===== config.mk =====
export PLATFORM = sky130hd
export DESIGN_NAME = multicycle_ctrl
export DESIGN_NICKNAME = d
export VERILOG_FILES = /design/src/rtl/multicycle_ctrl.sv
export SDC_FILE = /design/constraint.sdc
export NUM_CORES = 1
export LEC_CHECK = 0
export ABC_AREA = 1
export BUFFER_PORTS_ARGS = -buffer_cell sky130_fd_sc_hd__buf_4
export CAP_MARGIN = 20
export CELL_PAD_IN_SITES_DETAIL_PLACEMENT = 0
export CELL_PAD_IN_SITES_GLOBAL_PLACEMENT = 2
export CORE_MARGIN = 2
export CORE_UTILIZATION = 27
export CTS_BUF_LIST = sky130_fd_sc_hd__clkbuf_4 sky130_fd_sc_hd__clkbuf_8 sky130_fd_sc_hd__clkbuf_16
export CTS_CLUSTER_DIAMETER = 40
export DETAILED_ROUTE_END_ITERATION = 6
export PLACE_DENSITY_LB_ADDON = 0.15
export SYNTH_ARGS = -nofsm -noshare
export SYNTH_HDL_FRONTEND = slang
export SYNTH_SLANG_ARGS = --single-unit

===== constraint.sdc =====
create_clock -name clk -period 1.5 [get_ports clk]
set_input_delay 0.45 -clock clk [delete_from_list [all_inputs] [get_ports clk]]
set_output_delay 0.45 -clock clk [all_outputs]
set_load 0.01 [all_outputs]

===== src/rtl/multicycle_ctrl.sv =====
// Multi-cycle RV32I control sequencer: walks each instruction through
// FETCH/DECODE/EXEC/MEM/WB, drives datapath enables and memory handshakes.
module multicycle_ctrl #(
    parameter int CNT_W = 32
) (
    input  logic             clk,
    input  logic             rst_n,
    input  logic [6:0]       opcode,
    input  logic             branch_taken,
    input  logic             imem_ready,
    input  logic             dmem_ready,
    output logic             imem_req,
    output logic             ir_we,
    output logic             dmem_req,
    output logic             dmem_we,
    output logic             rf_we,
    output logic [1:0]       wb_sel,
    output logic             alu_src,
    output logic             pc_we,
    output logic [1:0]       pc_sel,
    output logic             illegal,
    output logic [2:0]       state,
    output logic [CNT_W-1:0] retired
);

    localparam logic [2:0] S_IDLE   = 3'd0;
    localparam logic [2:0] S_FETCH  = 3'd1;
    localparam logic [2:0] S_DECODE = 3'd2;
    localparam logic [2:0] S_EXEC   = 3'd3;
    localparam logic [2:0] S_MEM    = 3'd4;
    localparam logic [2:0] S_WB     = 3'd5;
    localparam logic [2:0] S_TRAP   = 3'd6;

    localparam logic [6:0] OP_R    = 7'b0110011;
    localparam logic [6:0] OP_I    = 7'b0010011;
    localparam logic [6:0] OP_LD   = 7'b0000011;
    localparam logic [6:0] OP_ST   = 7'b0100011;
    localparam logic [6:0] OP_BR   = 7'b1100011;
    localparam logic [6:0] OP_JAL  = 7'b1101111;
    localparam logic [6:0] OP_JALR = 7'b1100111;

    // Bit positions within the one-hot class vector
    localparam int C_R    = 0;
    localparam int C_I    = 1;
    localparam int C_LD   = 2;
    localparam int C_ST   = 3;
    localparam int C_BR   = 4;
    localparam int C_JAL  = 5;
    localparam int C_JALR = 6;

    localparam logic [1:0] WB_ALU = 2'b00;
    localparam logic [1:0] WB_MEM = 2'b01;
    localparam logic [1:0] WB_PC4 = 2'b10;

    localparam logic [1:0] PC_P4   = 2'b00;
    localparam logic [1:0] PC_IMM  = 2'b01;
    localparam logic [1:0] PC_JALR = 2'b10;

    logic [2:0]       r_state;
    logic [2:0]       w_next;
    logic [6:0]       r_class;
    logic [6:0]       w_dec_class;
    logic             w_dec_legal;
    logic             r_illegal;
    logic [CNT_W-1:0] r_retired;

    always_comb begin
        w_dec_class = 7'b0;
        case (opcode)
            OP_R:    w_dec_class[C_R]    = 1'b1;
            OP_I:    w_dec_class[C_I]    = 1'b1;
            OP_LD:   w_dec_class[C_LD]   = 1'b1;
            OP_ST:   w_dec_class[C_ST]   = 1'b1;
            OP_BR:   w_dec_class[C_BR]   = 1'b1;
            OP_JAL:  w_dec_class[C_JAL]  = 1'b1;
            OP_JALR: w_dec_class[C_JALR] = 1'b1;
            default: w_dec_class = 7'b0;
        endcase
    end

    assign w_dec_legal = |w_dec_class;

    always_comb begin
        w_next = r_state;
        case (r_state)
            S_IDLE:   w_next = S_FETCH;
            S_FETCH:  w_next = imem_ready ? S_DECODE : S_FETCH;
            S_DECODE: w_next = w_dec_legal ? S_EXEC : S_TRAP;
            S_EXEC: begin
                if (r_class[C_BR])
                    w_next = S_FETCH;
                else if (r_class[C_LD] || r_class[C_ST])
                    w_next = S_MEM;
                else
                    w_next = S_WB;
            end
            S_MEM: begin
                if (dmem_ready)
                    w_next = r_class[C_ST] ? S_FETCH : S_WB;
                else
                    w_next = S_MEM;
            end
            S_WB:     w_next = S_FETCH;
            S_TRAP:   w_next = S_TRAP;
            default:  w_next = S_IDLE;
        endcase
    end

    // Outputs decode from the reset-cleared state, so they drop with rst_n
    always_comb begin
        imem_req = 1'b0;
        ir_we    = 1'b0;
        dmem_req = 1'b0;
        dmem_we  = 1'b0;
        rf_we    = 1'b0;
        wb_sel   = WB_ALU;
        alu_src  = 1'b0;
        pc_we    = 1'b0;
        pc_sel   = PC_P4;
        case (r_state)
            S_FETCH: begin
                imem_req = 1'b1;
                ir_we    = imem_ready;
            end
            S_EXEC: begin
                alu_src = !(r_class[C_R] || r_class[C_BR]);
                if (r_class[C_BR]) begin
                    pc_we  = 1'b1;
                    pc_sel = branch_taken ? PC_IMM : PC_P4;
                end
            end
            S_MEM: begin
                dmem_req = 1'b1;
                dmem_we  = r_class[C_ST];
                alu_src  = 1'b1;
                pc_we    = r_class[C_ST] && dmem_ready;
            end
            S_WB: begin
                rf_we = 1'b1;
                pc_we = 1'b1;
                if (r_class[C_LD])
                    wb_sel = WB_MEM;
                else if (r_class[C_JAL] || r_class[C_JALR])
                    wb_sel = WB_PC4;
                if (r_class[C_JAL])
                    pc_sel = PC_IMM;
                else if (r_class[C_JALR])
                    pc_sel = PC_JALR;
            end
            default: ;
        endcase
    end

    always_ff @(posedge clk or negedge rst_n) begin
        if (!rst_n) begin
            r_state   <= S_IDLE;
            r_class   <= 7'b0;
            r_illegal <= 1'b0;
            r_retired <= '0;
        end else begin
            r_state <= w_next;
            if (r_state == S_DECODE) begin
                r_class <= w_dec_class;
                if (!w_dec_legal)
                    r_illegal <= 1'b1;
            end
            if (pc_we)
                r_retired <= r_retired + {{(CNT_W-1){1'b0}}, 1'b1};
        end
    end

    assign state   = r_state;
    assign illegal = r_illegal;
    assign retired = r_retired;

endmodule


==> metrics.yaml, run 1 <==
rsz0062_at_grt: "yes"
yosysUniqueCellTypes: 24
antenna_found_initial: 0
h-tree-depth: 2
setup_violations: 42
placed_cell_area_um2: 3210
post-synth-top-area-cell: "dfrtp_1"
skew_ps: 4.84
core.rowCount: 34
ys_seq_area_frac: 0.448
maxSlewHeadroom: 0.731
drt-total-wl_um: 7430
grt_max_degree: 25
cts_made_buffers: 5
reg2regPathDepth: 10
path_class: "reg2out"
whs_ps: 60.2
grt_pass1_vias: 2295
reg2reg_slack_ps: -130
powerDensity_nw_per_um2: 1210
fin_crit_sh: 1.19
die_area_um2: 9460
crit_start: "state[0]"
period_needed_ps: 1790
first_iter_violations: 100
start_util: 0.273
core_area_um2: 8590
fp.dieW_um: 97.2
globalplace.congestion: 0.816
synthDominantCellAreaShare: 0.448
status: "complete, but fails checks"
ant_nets: 0
first_pass_iters: 4
final_area_um2: 3860
clock_path_buffers: 2
insertion_delay_ps: 290
violations: "setup timing"
synth_nets: 318
slew_violations: 0
place_inst: 508
netlist_area_um2: 2350
via_count: 2425
finalHoldViolCount: 0
cts.sink_count: 42
port-buffer-count: 58
grt_usage: 0.159
crit_fanout: 4
worstSetupStartpointType: "register"
setup_slack_ps: -288
dp_hpwl_um: 5470
die_h_um: 97.2
ir_worst_vdd_mv: 0.468
r2r_end: "state[1]"
syn_to_final_growth_pct: 64.4
viasPerCell: 4.49
grt_first_pass_wirelength_um: 12000
fmax_mhz: 559
syn_inst: 305
avgSynthCellArea_um2: 7.70
synth_area_leaders: "dfrtp_1 (45%), nand2_1 (14%), nor2_1 (6.4%)"
drc_errors: 0
drive_gt1_frac: 0.447
antenna_cells: 0
clk_pin_slew_ps: 80
cp.arrival_ps: 1340
nets: 444
r2r_start: "state[1]"
drt-wirelength-per-cell_um: 13.8
final_cells: 540
hp-class: "in2async"
tightest_slew_ps: 402
cts_tree: "done"
yosysWarnings: 0
ioPinCount: 59
crit_path_end_kind: "output port"
root_buffer: "clkbuf_8"
grt-ovfl-total: 0
cp.required_ps: 1050
maxCapViolations: 0
p_leak_uw: 0.00175
synth_seq_cells: 42
-- synthesized netlist by cell type --
| cell type | number |
|---|---|
| nand4_1 | 15 |
| buf_4 | 1 |
| nor4_1 | 1 |
| o22ai_1 | 3 |
| inv_2 | 1 |
| o21ai_0 | 5 |
| a211oi_1 | 1 |
| inv_1 | 38 |
| nand2_1 | 89 |
| xnor2_1 | 11 |
| nor3_1 | 9 |
| dfrtp_1 | 42 |
| ha_1 | 1 |
| nor2_4 | 2 |
| o31ai_1 | 1 |
| nand3_1 | 24 |
| o211ai_1 | 1 |
| nor2_1 | 40 |
| nor2_2 | 1 |
| xor2_1 | 10 |
| nand3_4 | 2 |
| buf_6 | 3 |
| nand3b_1 | 3 |
| nand3_2 | 1 |
-- flip-flops by register name, indices dropped and copies added, names as in the netlist --
signal,flops
r_class,6
retired,32
illegal,1
state,3
-- final cells by class --
class	count	area, um^2
clock inverter	1	5.00
inverter	39	156
clock buffer	7	90.1
tap	108	135
fill	897	4730
timing repair buffer	123	1110
multi-input combinational	220	1310
sequential	42	1060
-- placed cells by master, fill, tap and decap left out, types with 2 or more instances in the layout --
| master | instances |
|---|---|
| nand3b_1 | 3 |
| buf_6 | 24 |
| clkbuf_16 | 2 |
| nor2_4 | 6 |
| o21ai_1 | 2 |
| dfrtp_1 | 35 |
| xor2_1 | 10 |
| nor2_1 | 25 |
| nand3_2 | 7 |
| nor3_4 | 3 |
| nand2_2 | 9 |
| nand4_1 | 15 |
| buf_12 | 4 |
| nand2_4 | 2 |
| nand3_4 | 3 |
| nand3_1 | 17 |
| clkbuf_8 | 6 |
| nor3_1 | 5 |
| dfrtp_2 | 7 |
| inv_2 | 5 |
| nand2_1 | 78 |
| inv_1 | 32 |
| nor2_2 | 12 |
| xnor2_1 | 11 |
| buf_4 | 92 |
| o22ai_1 | 2 |
| o21ai_0 | 2 |
-- what timing repair did --
item | in CTS | in global routing
pin swaps | 6 | 11
buffers inserted | 17 | 7
hold buffers | 0 | 0
resized for setup | 41 | 62
hold endpoints to repair | 0 | 0
setup endpoints to repair | 16 | 53
cloned | 0 | 2
-- metal layers --
metal | GRT usage | vias up | wire (um) | share of wire
met5 | 0 | - | 0 | 0
met4 | 0.0395 | 0 | 75 | 0.010
met3 | 0.0324 | 6 | 264 | 0.036
met2 | 0.248 | 39 | 3510 | 0.47
met1 | 0.226 | 1151 | 3580 | 0.48
li1 | - | 1229 | - | -
-- logic make-up after synthesis --
kind of cell	Yosys count	share of synthesized area
AND/OR/NAND/NOR	187	0.360
buffers and inverters	43	0.0800
flip-flops	42	0.448
XOR/XNOR	21	0.0784
AO/OA/AOI/OAI	11	0.0283
adder cells (fa/ha/maj)	1	0.00533
-- metrics by stage --
| stage | power, uW | setup WS (ps) | setup TNS, ps | util |
|---|---|---|---|---|
| 3_3_place_gp | 3010 | -48.0 | -208 | 0.373 |
| 2_1_floorplan | 2140 | -12.7 | -12.7 | - |
| 4_1_cts | 4330 | -293 | -3170 | 0.417 |
| 5_1_grt | 4980 | -380 | -6870 | 0.449 |
| 3_5_place_dp | 3000 | -69.2 | -339 | 0.373 |
| 6_report | 4670 | -288 | -3880 | 0.449 |
-- report_power, final --
part / switching, uW / internal, uW / leakage (uW) / total [uW]
registers: 171 / 1270 / 0.000516 / 1440
logic: 1080 / 1350 / 0.00118 / 2430
clock network: 411 / 391 / 0.0000517 / 801
total: 1660 / 3010 / 0.00175 / 4670
-- worst max-delay path by stage --
stage / endpoint / slack (ps) / cells past startpoint
floorplan: alu_src / -10 / 4
global placement: alu_src / -50 / 4
detailed placement: ir_we / -70 / 5
CTS: alu_src / -290 / 5
global route: alu_src / -380 / 5
finish: alu_src / -290 / 5
-- worst max-delay path, stage by stage (launching register included) --
cell and delay [ps]:
dfrtp_2 420, inv_2 70, nor3_4 210, nand2_1 90
o21ai_1 130, buf_4 130
No activity file was read; power rests on OpenSTA's default activity.
==> inputs of run 2 (changes only) <==
- SKIP_LAST_GASP: default -> 1
==> run 2 against run 1 <==
The run still ends with setup timing left; fmax decreased by 0.23%; clock skew about the same; total power decreased by 1.1%; via count decreased by 1.3%; global-route usage about the same; clock power increased by 0.5%; critical path depth unchanged; routed wire length decreased by 0.57%; combinational power decreased by 2%; worst hold slack about the same; largest power group unchanged.
==> metrics.yaml, run 2 (same netlist as run 1, synthesis figures left out) <==
via_count: 2393  # -1.3%
final_common_cell: "buf_4"
core.rowCount: 34  # unchanged
r2r_end: "retired[19]"
ant_nets: 0  # unchanged
fin_crit_sh: 1.19  # +0.00278
final_area_um2: 3810  # -1.4%
path_depth: 5  # unchanged
crit_path_end: "alu_src"
path_class: "reg2out"
final_cell_mix: "buf_4 (92), nand2_1 (82), dfrtp_1 (34)"
grt_usage: 0.159  # about the same
die_h_um: 97.2  # unchanged
reg2reg_slack_ps: -70  # +60 ps
powerDensity_nw_per_um2: 1210  # +0.29%
start_util: 0.273  # unchanged
grt-ovfl-total: 0  # unchanged
p_leak_uw: 0.00172  # -1.6%
cts_tree: "done"
worstSetupStartpointType: "register"
drc_errors: 0  # unchanged
clk_pin_slew_ps: 80  # about the same
slew_violations: 0  # unchanged
ioPinCount: 59  # unchanged
dp_hpwl_um: 5470  # unchanged
hold_buffers: 0  # unchanged
crit_slowest_cell: "dfrtp_2"
fill_cells: 895  # -0.22%
clock_path_buffers: 2  # unchanged
crit_family: "flip-flops"
place_ws_ps: -69.2  # unchanged
crit_path_end_kind: "output port"
nets: 440  # -0.90%
placed_cell_area_um2: 3210  # unchanged
violations: "setup timing"
reg2regPathDepth: 8  # -2
syn_to_final_growth_pct: 62.2
core_area_um2: 8590  # unchanged
port-buffer-count: 58  # unchanged
root_buffer: "clkbuf_8"
cp.arrival_ps: 1340  # about the same
drt-total-wl_um: 7390  # -0.57%
antenna_found_initial: 0  # unchanged
fin_util: 0.443  # -0.00626
cp.required_ps: 1050  # about the same
tns_ps: -3630  # +249 ps
grt_max_degree: 25  # unchanged
whs_ps: 59.8  # -0.321 ps
drive_gt1_frac: 0.423  # -0.0239
largest_register_ffs: 32  # unchanged
ir_worst_vdd_mv: 0.470  # +0.46%
finalHoldViolCount: 0  # unchanged
p_seq_frac: 0.312  # +0.003
first_iter_violations: 94  # -6.0%
skew_ps: 4.46  # -0.381 ps
maxCapViolations: 0  # unchanged
clkPwrFrac: 0.174  # +0.002
die_area_um2: 9460  # unchanged
cts_made_buffers: 5  # unchanged
fp.dieW_um: 97.2  # unchanged
path_buf_inv: 2  # unchanged
r2r_start: "state[2]"
insertion_delay_ps: 290  # about the same
first_pass_iters: 4  # unchanged
period_needed_ps: 1790  # +4.16 ps
grt_first_pass_wirelength_um: 12000  # about the same
cts.sink_count: 42  # unchanged
p_int_uw: 2980  # -1.1%
hp-class: "in2async"
p_comb_frac: 0.514  # -0.006
setup_violations: 42  # unchanged
antenna_cells: 0  # unchanged
status: "complete, but fails checks"
crit_start: "state[1]"
crit_fanout: 4  # unchanged
viasPerCell: 4.46  # -0.58%
setup_slack_ps: -292  # -4.16 ps
path_cells: "inv_4 > nor3_4 > nand2_1 > o21ai_1 > buf_4"
globalplace.congestion: 0.816  # unchanged
drt-wirelength-per-cell_um: 13.8  # +0.18%
tightest_slew_ps: 366  # -36.1 ps
h-tree-depth: 2  # unchanged
rsz0062_at_grt: "yes"
maxSlewHeadroom: 0.756  # +0.0250
switching_power_uw: 1640  # -1.1%
max_stage_delay_ps: 440  # +20 ps
p_sw_frac: 0.356  # about the same
grt_pass1_vias: 2308  # +0.57%
fmax_mhz: 558  # -0.23%
[run 2: changes by cell type in the layout (fill, tap and decap cells not counted), sizes merged]
cell	previous run	this run
buf	121	117
[run 2: layout make-up]
type | count | area [um^2] | area share
flip-flops and latches | 42 | 1060 | 0.279
repair buffers | 119 | 1060 | 0.279
well taps | 108 | 135 | 0.0355
clock buffers | 7 | 90.1 | 0.0237
multi-input cells | 220 | 1300 | 0.341
inverters | 39 | 156 | 0.0411
clock inverters | 1 | 5.00 | 0.00131
[run 2: power by group through the flow]
stage / logic (uW) / clock network (uW) / registers (uW)
3_3_place_gp: 1580 / 0 / 1430
2_1_floorplan: 675 / 0 / 1470
3_5_place_dp: 1570 / 0 / 1430
5_1_grt: 2560 / 904 / 1450
4_1_cts: 1970 / 839 / 1420
6_report: 2370 / 805 / 1440
[run 2: stage by stage]
step                cells  total power [uW]
finish                536              4620
detailed placement    508              3000
floorplan             305              2140
CTS                   533              4240
global placement      508              3010
global route          536              4920
[run 2: worst min path at each step]
stage	end	slack [ps]	start
finish	retired[0]	60	rst_n
global route	retired[0]	70	rst_n
CTS	retired[0]	70	rst_n
detailed placement	retired[0]	400	rst_n
global placement	retired[0]	400	rst_n
floorplan	illegal	150	rst_n
[run 2: what timing repair did]
item / 4_1_cts / 5_1_grt
setup buffers: 17 / 8
gates resized for setup: 27 / 66
setup endpoints to repair: 16 / 51
pin swaps: 5 / 16
gates cloned: 0 / 2
[run 2: per-layer routing]
metal	global-route usage	routed length (um)	vias up	share of wire
li1	-	-	1221	-
met1	0.225	3590	1124	0.49
met2	0.249	3450	40	0.47
met3	0.0324	262	8	0.035
met4	0.0395	85	0	0.012
met5	0	0	-	0
